## src/rtl/instr_encoder.sv

```systemverilog
// ---------------------------------------------------------------------------
// instr_encoder
//   Packs decoded RV64IM instruction fields into a 32-bit instruction word.
//   Field names and widths mirror the decoder outputs so that encode->decode
//   round trips can be compared directly. Two-stage valid/ready pipeline:
//   stage 1 classifies the format and checks immediate range / alignment /
//   shift amount, stage 2 packs the word (or substitutes NOP_WORD on error).
//
// Parameters
//   NOP_WORD     word emitted in place of any instruction that fails a check
//   ERR_CNT_W    width of the saturating error counter
//
// Ports
//   clk           clock
//   reset         synchronous, active-high reset (drops words in flight)
//   in_valid      input fields valid
//   in_ready      encoder can accept the input this cycle (combinational)
//   opcode        RV opcode, selects the format
//   func3/func7   function fields
//   rd/rs1/rs2    register specifiers
//   immediate     sign-extended byte immediate (decoder convention)
//   shamt         shift amount for shift-immediate instructions
//   out_valid     out_instr is valid
//   out_ready     downstream accepts out_instr
//   out_instr     encoded instruction word
//   out_err       out_instr is NOP_WORD because a check failed
//   out_err_code  0 none, 1 illegal opcode, 2 imm out of range,
//                 3 misaligned, 4 bad shamt
//   enc_count     words accepted at the output (wraps)
//   err_count     words accepted with out_err=1 (saturates at all-ones)
// ---------------------------------------------------------------------------
module instr_encoder #(
  parameter logic [31:0] NOP_WORD  = 32'h00000013,
  parameter int          ERR_CNT_W = 16
) (
  input  logic                 clk,
  input  logic                 reset,
  input  logic                 in_valid,
  output logic                 in_ready,
  input  logic [6:0]           opcode,
  input  logic [2:0]           func3,
  input  logic [6:0]           func7,
  input  logic [4:0]           rd,
  input  logic [4:0]           rs1,
  input  logic [4:0]           rs2,
  input  logic [31:0]          immediate,
  input  logic [5:0]           shamt,
  output logic                 out_valid,
  input  logic                 out_ready,
  output logic [31:0]          out_instr,
  output logic                 out_err,
  output logic [2:0]           out_err_code,
  output logic [31:0]          enc_count,
  output logic [ERR_CNT_W-1:0] err_count
);

  typedef enum logic [3:0] {
    FMT_R,
    FMT_I,
    FMT_SHI,   // 64-bit shift-immediate: 6-bit shamt, func7[6:1]
    FMT_SHIW,  // 32-bit shift-immediate: 5-bit shamt, full func7
    FMT_S,
    FMT_SB,
    FMT_U,
    FMT_UJ,
    FMT_BAD
  } fmt_e;

  typedef enum logic [2:0] {
    ERR_NONE   = 3'd0,
    ERR_OPCODE = 3'd1,
    ERR_RANGE  = 3'd2,
    ERR_ALIGN  = 3'd3,
    ERR_SHAMT  = 3'd4
  } err_e;

  // Pipeline control
  logic s1_valid;
  logic s2_valid;
  logic s1_advance;

  // Stage 1 registers
  fmt_e        s1_fmt;
  err_e        s1_err;
  logic [6:0]  s1_opcode;
  logic [2:0]  s1_func3;
  logic [6:0]  s1_func7;
  logic [4:0]  s1_rd;
  logic [4:0]  s1_rs1;
  logic [4:0]  s1_rs2;
  logic [31:0] s1_imm;
  logic [5:0]  s1_shamt;

  // Combinational classification of the incoming fields
  fmt_e in_fmt;
  err_e in_err;
  logic range_bad;
  logic align_bad;
  logic shamt_bad;
  logic imm_fits_12;
  logic imm_fits_13;
  logic imm_fits_21;
  logic is_shift_f3;

  // Packed word built from stage 1 registers
  logic [31:0] pack_word;

  // Stage 2 may take a new word when it is empty or its word leaves now;
  // stage 1 may take a new input when it is empty or its word moves on.
  assign s1_advance = !s2_valid || out_ready;
  assign in_ready   = !s1_valid || s1_advance;
  assign out_valid  = s2_valid;

  // Sign-extension checks: all bits above the field's sign bit must match it.
  assign imm_fits_12 = (&immediate[31:11]) || !(|immediate[31:11]);
  assign imm_fits_13 = (&immediate[31:12]) || !(|immediate[31:12]);
  assign imm_fits_21 = (&immediate[31:20]) || !(|immediate[31:20]);
  assign is_shift_f3 = (func3 == 3'b001) || (func3 == 3'b101);

  // Format selection and the individual check results for the input fields.
  // Shift-immediates share opcodes with ordinary I-type ALU ops and are told
  // apart by func3; they carry a shift amount instead of an immediate, so
  // the immediate range rule does not apply to them.
  always_comb begin
    in_fmt    = FMT_BAD;
    range_bad = 1'b0;
    align_bad = 1'b0;
    shamt_bad = 1'b0;
    case (opcode)
      7'b0110011, 7'b0111011: begin
        in_fmt = FMT_R;
      end
      7'b0010011: begin
        if (is_shift_f3) begin
          in_fmt = FMT_SHI;
        end else begin
          in_fmt    = FMT_I;
          range_bad = !imm_fits_12;
        end
      end
      7'b0011011: begin
        if (is_shift_f3) begin
          in_fmt    = FMT_SHIW;
          shamt_bad = shamt[5];
        end else begin
          in_fmt    = FMT_I;
          range_bad = !imm_fits_12;
        end
      end
      7'b0000011, 7'b1100111: begin
        in_fmt    = FMT_I;
        range_bad = !imm_fits_12;
      end
      7'b0100011: begin
        in_fmt    = FMT_S;
        range_bad = !imm_fits_12;
      end
      7'b1100011: begin
        in_fmt    = FMT_SB;
        range_bad = !imm_fits_13;
        align_bad = immediate[0];
      end
      7'b0110111, 7'b0010111: begin
        in_fmt    = FMT_U;
        range_bad = (immediate[11:0] != 12'd0);
      end
      7'b1101111: begin
        in_fmt    = FMT_UJ;
        range_bad = !imm_fits_21;
        align_bad = immediate[0];
      end
      default: begin
        in_fmt = FMT_BAD;
      end
    endcase
  end

  // Error priority: illegal opcode, then misalignment, then range, then shamt.
  // A branch that is both odd and out of range reports misalignment.
  always_comb begin
    in_err = ERR_NONE;
    if (in_fmt == FMT_BAD) begin
      in_err = ERR_OPCODE;
    end else if (align_bad) begin
      in_err = ERR_ALIGN;
    end else if (range_bad) begin
      in_err = ERR_RANGE;
    end else if (shamt_bad) begin
      in_err = ERR_SHAMT;
    end
  end

  // Stage 1: capture the classification and all raw fields on accept.
  always_ff @(posedge clk) begin
    if (reset) begin
      s1_valid  <= 1'b0;
      s1_fmt    <= FMT_BAD;
      s1_err    <= ERR_NONE;
      s1_opcode <= 7'd0;
      s1_func3  <= 3'd0;
      s1_func7  <= 7'd0;
      s1_rd     <= 5'd0;
      s1_rs1    <= 5'd0;
      s1_rs2    <= 5'd0;
      s1_imm    <= 32'd0;
      s1_shamt  <= 6'd0;
    end else if (in_ready) begin
      s1_valid <= in_valid;
      if (in_valid) begin
        s1_fmt    <= in_fmt;
        s1_err    <= in_err;
        s1_opcode <= opcode;
        s1_func3  <= func3;
        s1_func7  <= func7;
        s1_rd     <= rd;
        s1_rs1    <= rs1;
        s1_rs2    <= rs2;
        s1_imm    <= immediate;
        s1_shamt  <= shamt;
      end
    end
  end

  // Bit packing per format. Branch and jump offsets drop bit 0 because
  // targets are always even; the scattered bit order matches the ISA.
  always_comb begin
    pack_word = NOP_WORD;
    case (s1_fmt)
      FMT_R:    pack_word = {s1_func7, s1_rs2, s1_rs1, s1_func3, s1_rd, s1_opcode};
      FMT_I:    pack_word = {s1_imm[11:0], s1_rs1, s1_func3, s1_rd, s1_opcode};
      FMT_SHI:  pack_word = {s1_func7[6:1], s1_shamt, s1_rs1, s1_func3, s1_rd, s1_opcode};
      FMT_SHIW: pack_word = {s1_func7, s1_shamt[4:0], s1_rs1, s1_func3, s1_rd, s1_opcode};
      FMT_S:    pack_word = {s1_imm[11:5], s1_rs2, s1_rs1, s1_func3, s1_imm[4:0], s1_opcode};
      FMT_SB:   pack_word = {s1_imm[12], s1_imm[10:5], s1_rs2, s1_rs1, s1_func3,
                             s1_imm[4:1], s1_imm[11], s1_opcode};
      FMT_U:    pack_word = {s1_imm[31:12], s1_rd, s1_opcode};
      FMT_UJ:   pack_word = {s1_imm[20], s1_imm[10:1], s1_imm[11], s1_imm[19:12],
                             s1_rd, s1_opcode};
      default:  pack_word = NOP_WORD;
    endcase
  end

  // Stage 2: the output register. It only moves when the downstream side
  // takes the current word (or holds none), which keeps the outputs stable
  // under backpressure.
  always_ff @(posedge clk) begin
    if (reset) begin
      s2_valid     <= 1'b0;
      out_instr    <= 32'd0;
      out_err      <= 1'b0;
      out_err_code <= 3'd0;
    end else if (s1_advance) begin
      s2_valid <= s1_valid;
      if (s1_valid) begin
        out_instr    <= (s1_err != ERR_NONE) ? NOP_WORD : pack_word;
        out_err      <= (s1_err != ERR_NONE);
        out_err_code <= s1_err;
      end
    end
  end

  // Output statistics, counted on the output handshake.
  always_ff @(posedge clk) begin
    if (reset) begin
      enc_count <= 32'd0;
      err_count <= '0;
    end else if (s2_valid && out_ready) begin
      enc_count <= enc_count + 32'd1;
      if (out_err && (err_count != {ERR_CNT_W{1'b1}})) begin
        err_count <= err_count + {{(ERR_CNT_W-1){1'b0}}, 1'b1};
      end
    end
  end

endmodule

```

## config.mk

```make
export PLATFORM = sky130hd
export DESIGN_NAME = instr_encoder
export DESIGN_NICKNAME = d
export VERILOG_FILES = /design/src/rtl/instr_encoder.sv
export SDC_FILE = /design/constraint.sdc
export NUM_CORES = 1
export LEC_CHECK = 0
export ABC_CLOCK_PERIOD_IN_PS = 2800
export BUFFER_PORTS_ARGS = -buffer_cell sky130_fd_sc_hd__buf_2
export CAP_MARGIN = 5
export CORE_ASPECT_RATIO = 0.8
export CORE_MARGIN = 3
export CORE_UTILIZATION = 40
export DETAILED_ROUTE_END_ITERATION = 7
export PLACE_DENSITY_LB_ADDON = 0.05
export SLEW_MARGIN = 15
export SYNTH_ARGS = -nofsm -noshare
export SYNTH_HDL_FRONTEND = slang
export SYNTH_SLANG_ARGS = --single-unit
export TNS_END_PERCENT = 30
```

## constraint.sdc

```tcl
create_clock -name clk -period 2.8 [get_ports clk]
set_input_delay 0.42 -clock clk [delete_from_list [all_inputs] [get_ports clk]]
set_output_delay 0.42 -clock clk [all_outputs]
set_load 0.02 [all_outputs]
```

==> results.sh, run 1 <==
export IMPL_maxCapViolCount=0
export IMPL_syn_to_final_growth_pct=23.86
export IMPL_slew_headroom_pct=31.44
export IMPL_crit_type="flop to flop"
export IMPL_setup_ws_ns=0.6662
export IMPL_synth_edf_count=0
export IMPL_grt_pass1_vias=5866
export IMPL_switching_share_pct=22.44
export IMPL_worst_endpoint_required_ns=3.16
export IMPL_wl_per_cell_um=15.88
export IMPL_ys_flop_type="dfxtp_1"
export IMPL_crit_family="simple AND/OR/NAND/NOR gates"
export IMPL_cts_max_path_buffers=2
export IMPL_hold_buffers=0
export IMPL_numClockSinks=163
export IMPL_cellLeakagePower_nw=3.502
export IMPL_cp_end_kind="flop"
export IMPL_startpoint_type="flop"
export IMPL_ff2ff_setup_slack_ns=0.67
export IMPL_postCtsSetupRepairBufs=0
export IMPL_cts_buffers=17
export IMPL_yosysTopAreaCellShare_pct=46.76
export IMPL_syn_area_per_cell_sq_um=7.868
export IMPL_synth_area_sq_um=6979
export IMPL_final_min_clock_period_ns=2.134
export IMPL_dp_hpwl_mm=14.28
export IMPL_ys_seq_area_share_pct=46.76
export IMPL_cts_resized=0
export IMPL_ys_seq_elements=163
export IMPL_fin_crit_sh_pct=76.21
export IMPL_outcome="finished, final reports clean"
export IMPL_cp_buffers_inverters=0
export IMPL_worst_slew_pin_slew_ns=1.028
export IMPL_critPathMaxFanout=13
export IMPL_powerDensity_nw_per_um2=636.0
export IMPL_hold_class="input port to flop"
export IMPL_crit_chain="nand2b_1, nor3b_1, a222oi_1, a2bb2oi_1, nor2_1"
export IMPL_gr_usage_all_layers_pct=20.43
export IMPL_cts_tree="yes"
export IMPL_ant_nets=0
export IMPL_rsz0062_at_grt="no"
export IMPL_n_antenna_cell=0
export IMPL_synth_area_leaders="dfxtp_1 47%, nand2_1 10%, a21oi_1 8.2%"
export IMPL_grt_pass1_wl_mm=31.11
export IMPL_start_util_pct=41.50
export IMPL_slowest_stage="nor3b_1"
export IMPL_nets=1095
export IMPL_die_width_um=153.7
export IMPL_fin_skew_ns=0.008251
export IMPL_clockPowerShare_pct=49.3
export IMPL_yosys_top_cells_count="194 x nand2_1, 163 x dfxtp_1, 115 x a21oi_1"
export IMPL_p_sw_mw=1.234
export IMPL_holdPathStages=3
export IMPL_cts_root_buffer="clkbuf_16"
export IMPL_synth_cell_type_count=56
export IMPL_synthMostInstantiatedCell="nand2_1"
export IMPL_clk_pin_slew_ns=0.06
export IMPL_max_stage_delay_ns=0.68
export IMPL_dieArea_sq_um=19080
export IMPL_via_per_inst=5.184
export IMPL_slew_viol_final=0
export IMPL_tns_ns=0
export IMPL_portBuffers=159
export IMPL_synth_nets=963
export IMPL_finalWirelength_mm=19.86
export IMPL_worstPathArrival_ns=2.50
export IMPL_finalHoldViolations=0
export IMPL_grt_max_degree=94
export IMPL_pwr_share_seq_pct=44.3
export IMPL_drive_gt1_share_pct=20.76
export IMPL_fin_area_sq_um=8645
export IMPL_yosysTopAreaCell="dfxtp_1"
export IMPL_grt_overflow_total=0
export IMPL_vias=6485
export IMPL_gp_congestion=0.8399
export IMPL_drt_pass1_iter_count=4
export IMPL_ir_drop_uv=340.6
export IMPL_r2r_worst_path_cells=5
export IMPL_drt_initial_drc_count=398
export IMPL_ys_async_sr_fraction_pct=0
export IMPL_die_y_um=124.1
export IMPL_drc=0
export IMPL_pin_count=160
export IMPL_dp_slack_ns=0.6923
export IMPL_p_int_mw=4.264
export IMPL_netlist_instances=887
export IMPL_antenna_found_initial=0
export IMPL_combinationalPowerShare_pct=6.4
export IMPL_core_sq_um=16820
export IMPL_clock_fmax_mhz=468.6
export IMPL_rows=42
export IMPL_postPlaceCellArea_sq_um=7956
export IMPL_clkLatencyLatePin_ns=0.43
export IMPL_path_depth=5
export IMPL_yosysWarnings=0
export IMPL_htree_levels=4
export IMPL_setup_violations=0
==> cell type report <==
cell class,count,area [sq um]
clock inverters,11,221.5
repair buffers,170,930.9
well taps,220,275.3
inverters,13,48.80
fillers,1712,8172
flip-flops and latches,163,3263
multi-input cells,654,3438
clock buffers,20,466.7
==> kinds of logic after synthesis <==
kind of cell             after synthesis  synth area share [%]
AO/OA/AOI/OAI                        179                 14.92
XOR/XNOR                              39                 4.894
adder cells (fa/ha/maj)                3                0.5019
buffers and inverters                 70                 4.034
flip-flops                           163                 46.76
multiplexers                           9                 1.309
AND/OR/NAND/NOR                      424                 27.59
==> worst reg2reg max path: cells and delay by family (launching register included) <==
| family | cells | cell delay [ns] |
|---|---|---|
| DFF | 1 | 0.57 |
| and+or+nand+nor | 3 | 0.99 |
| AOI/OAI and AO/OA | 2 | 0.52 |
==> cell usage in the layout (no fill, tap or decap), drive strengths merged, types with 2 or more instances in the layout <==
master      n
nor3       22
nor2      108
clkinvlp    2
mux2i       8
a31o        2
o21ai      16
ha          2
nor4       11
and3        7
bufinv      6
a22oi      18
nand2     194
and2        8
buf       170
or4         2
nand4      17
nor3b       7
clkbuf     20
xor2       11
nor2b       4
a31oi       2
a2bb2oi     5
and4        3
o22ai       5
dfxtp     163
or3        12
a21oi     115
nand3      19
nand2b      6
xnor2      28
inv        15
a222oi      5
==> power by group through the flow <==
stage / Clock (mW) / Sequential (mW) / Combinational [mW]
final: 2.71 / 2.44 / 0.353
after detailed placement: 0 / 2.49 / 0.353
after global routing: 2.86 / 2.44 / 0.394
after CTS: 2.76 / 2.43 / 0.355
after global placement: 0 / 2.49 / 0.354
after floorplan: 0 / 2.47 / 0.210
==> registers in the layout, indices dropped and copies added (netlist names), 3 cells and up <==
name	flops
enc_count	32
out_instr	32
s1_imm	32
err_count	16
s1_func7	7
s1_opcode	7
s1_shamt	6
s1_rd	5
s1_rs1	5
s1_rs2	5
s1_fmt	4
out_err_code	3
s1_err	3
s1_func3	3
==> per-stage QoR <==
stage                     hold slack [ns]  utilization [%]  power, mW  cells
after floorplan                    0.4315                -      2.684    887
after global placement             0.4435            47.31      2.840   1220
after detailed placement           0.4448            47.31      2.840   1220
after CTS                          0.2153            51.41      5.548   1251
after global routing               0.2174            51.41      5.697   1251
final                              0.2289            51.41      5.498   1251
==> worst paths after layout <==
check	startpoint	to
worst max-delay path	s1_fmt[1]	out_instr[28]
worst min-delay path	rs1[1]	s1_rs1[1]
worst max register to register	s1_fmt[1]	out_instr[28]
worst min register to register	out_err_code[0]	out_err_code[0]
==> routing by layer <==
| metal | track usage, % | vias to the layer above | wire [um] |
|---|---|---|---|
| met1 | 30.34 | 3011 | 10250 |
| li1 | - | 3290 | - |
| met5 | 0 | - | 0 |
| met4 | 6.564 | 0 | 368 |
| met3 | 4.898 | 19 | 1113 |
| met2 | 29.08 | 165 | 8133 |
Note: power is estimated with default switching activity, not from simulation.
==> run 2: changes to the inputs <==
Settings changed: ABC_AREA set to 1, ABC_CLOCK_PERIOD_IN_PS 2800 to 1700.
Clock period 2.8 ns to 1.7 ns, I/O delays scaled along.
==> run 2 against run 1 <==
Against the previous run: cell count up 22%; worst hold slack lost 0.15 ns; sequential share of layout area decreased by 3.1 points; highest routed layer unchanged; routed wire length grew 16%.
==> results.sh, run 2 <==
export IMPL_crit_type="flop to flop"
export IMPL_synth_area_sq_um=7483
export IMPL_outcome="finished, final reports clean"
export IMPL_ys_async_sr_fraction_pct=0
export IMPL_ant_nets=0
export IMPL_cts_max_path_buffers=2
export IMPL_hold_buffers=0
export IMPL_max_stage_delay_ns=0.33
export IMPL_grt_pass1_wl_mm=35.98
export IMPL_synth_nets=1160
export IMPL_maxCapViolCount=0
export IMPL_syn_to_final_growth_pct=26.08
export IMPL_fin_crit_sh_pct=93.28
export IMPL_worst_endpoint_required_ns=2.02
export IMPL_start_util_pct=41.07
export IMPL_worst_slew_pin_slew_ns=0.4986
export IMPL_final_min_clock_period_ns=1.586
export IMPL_setup_violations=0
export IMPL_grt_pass1_vias=6703
export IMPL_fin_skew_ns=0.01057
export IMPL_fin_cells=1527
export IMPL_powerDensity_nw_per_um2=904.0
export IMPL_worstPathArrival_ns=1.91
export IMPL_gr_usage_all_layers_pct=22.03
export IMPL_synthMostInstantiatedCell="nand2_1"
export IMPL_finalHoldViolations=0
export IMPL_nFillCells=1881
export IMPL_netlist_instances=1084
export IMPL_worstHoldStart="func7[1]"
export IMPL_synth_cell_type_count=42
export IMPL_synth_area_leaders="dfxtp_1 44%, nand2_1 12%, nor2_1 8.4%"
export IMPL_portBuffers=159
export IMPL_ys_seq_area_share_pct=43.60
export IMPL_hold_class="input port to flop"
export IMPL_startpoint_type="flop"
export IMPL_largestRegisters="enc_count x32, out_instr x32, s1_imm x32"
export IMPL_die_y_um=128.3
export IMPL_gp_congestion=0.9405
export IMPL_cellLeakagePower_nw=4.050
export IMPL_vias=7541
export IMPL_grt_overflow_total=0
export IMPL_cts_tree="yes"
export IMPL_rows=44
export IMPL_finish_utilization_pct=51.78
export IMPL_dp_cells=1487
export IMPL_cts_root_buffer="clkbuf_16"
export IMPL_drt_pass1_iter_count=5
export IMPL_multi_input_area_sq_um=3687
export IMPL_slew_headroom_pct=66.41
export IMPL_drt_initial_drc_count=549
export IMPL_drc=0
export IMPL_dieArea_sq_um=20400
export IMPL_dp_hpwl_mm=16.93
export IMPL_crit_path_start="enc_count[1]"
export IMPL_layout_commonest_cell="nand2_1"
export IMPL_slew_viol_final=0
export IMPL_n_antenna_cell=0
export IMPL_cp_common_cell="nand2_1"
export IMPL_core_sq_um=18220
export IMPL_clk_pin_slew_ns=0.07
export IMPL_drive_gt1_share_pct=22.76
export IMPL_wl_per_cell_um=15.07
export IMPL_grt_max_degree=78
export IMPL_rsz0062_at_grt="yes"
export IMPL_via_per_inst=4.938
export IMPL_finalWirelength_mm=23.01
export IMPL_yosysWarnings=0
export IMPL_die_width_um=158.9
export IMPL_ys_seq_elements=163
export IMPL_syn_area_per_cell_sq_um=6.904
export IMPL_ys_flop_type="dfxtp_1"
export IMPL_critPathMaxFanout=3
export IMPL_crit_chain="ha_2, inv_1, nor3_4, nand3_2, nor2_4, nand2_2, nor2_2, nand2_1, nand2_1, nor2_1"
export IMPL_cts_buffers=17
export IMPL_pin_count=160
export IMPL_register_area_sq_um=3268
export IMPL_nets=1337
export IMPL_yosys_top_cells_count="237 x nand2_1, 168 x nor2_1, 163 x dfxtp_1"
export IMPL_synth_edf_count=0
export IMPL_cp_end_kind="flop"
export IMPL_yosysTopAreaCell="dfxtp_1"
export IMPL_ir_drop_uv=597.5
export IMPL_antenna_found_initial=0
export IMPL_most_common_layout_cells="234 x nand2_1, 162 x nor2_1, 159 x dfxtp_1, 159 x buf_2"
export IMPL_numClockSinks=163
export IMPL_clock_fmax_mhz=630.6
export IMPL_htree_levels=4
export IMPL_yosysTopAreaCellShare_pct=43.60
export IMPL_clkLatencyLatePin_ns=0.43
export IMPL_slowest_stage="dfxtp_2"
export IMPL_worstReg2RegStart="enc_count[1]"
run 2: final cells by class:
| cell class | instances | area share [%] |
|---|---|---|
| Multi-Input combinational cell | 768 | 39.08 |
| Sequential cell | 163 | 34.64 |
| Timing Repair Buffer | 200 | 12.36 |
| Clock buffer | 18 | 4.655 |
| Inverter | 111 | 4.442 |
| Tap cell | 253 | 3.355 |
| Clock inverter | 14 | 1.472 |
run 2: power by group:
group | total (mW) | leakage [nW] | switching [mW] | internal (mW)
Clock | 3.83 | 0.277 | 1.73 | 2.10
Combinational | 0.661 | 2.44 | 0.428 | 0.234
Sequential | 4.04 | 1.34 | 0.0783 | 3.96
Total | 8.53 | 4.05 | 2.24 | 6.29
run 2: final timing paths:
kind                         to  slack (ns)  cells past startpoint
setup reg to reg  enc_count[28]        0.11                     10
setup / recovery  enc_count[28]        0.11                     10
hold reg to reg       s1_imm[8]        0.45                      2
hold / removal      s1_func7[1]        0.08                      3
run 2: routing by layer:
layer | GRT usage (%) | wire, um | up-vias
met5 | 0 | 0 | -
met4 | 4.375 | 184 | 0
met3 | 5.472 | 1520 | 18
met2 | 30.43 | 8888 | 256
met1 | 34.47 | 12410 | 3374
li1 | - | - | 3893
run 2: cells by family (layout without fill, tap and decap cells):
logic type      count (synthesis)  in the layout  synth area share, %
fa+ha+maj                       2              2               0.3343
simple gates                  515            516                29.96
flops                         163            163                43.60
compound gates                237            237                16.57
xor+xnor                       13             13                1.521
buf+inv                       154            343                8.009
run 2: critical path, delay by kind of cell, from the launching register on:
family	cells	cell delay, ns
AND/OR/NAND/NOR	8	0.91
adder cells (fa/ha/maj)	1	0.17
flip-flops	1	0.33
buffers and inverters	1	0.07
run 2: stage by stage:
stage | instance area (sq um) | total power, mW | hold WS, ns | setup slack [ns] | TNS (ns)
CTS | 9316 | 8.595 | 0.05990 | 0.04187 | 0
floorplan | 7483 | 4.476 | 0.4028 | 0.04917 | 0
global route | 9435 | 8.851 | 0.07791 | -0.001830 | -0.001830
detailed placement | 8736 | 4.777 | 0.4368 | -0.04863 | -0.04863
finish | 9435 | 8.529 | 0.07709 | 0.1142 | 0
global placement | 8736 | 4.772 | 0.4366 | 0.06474 | 0
run 2: repair_timing:
action,4_1_cts,5_1_grt
cloned,0,1
endpoints found under the setup margin,3,26
buffers inserted,0,7
pin swaps,0,7
resized for setup,1,19
endpoints found under the hold margin,0,0
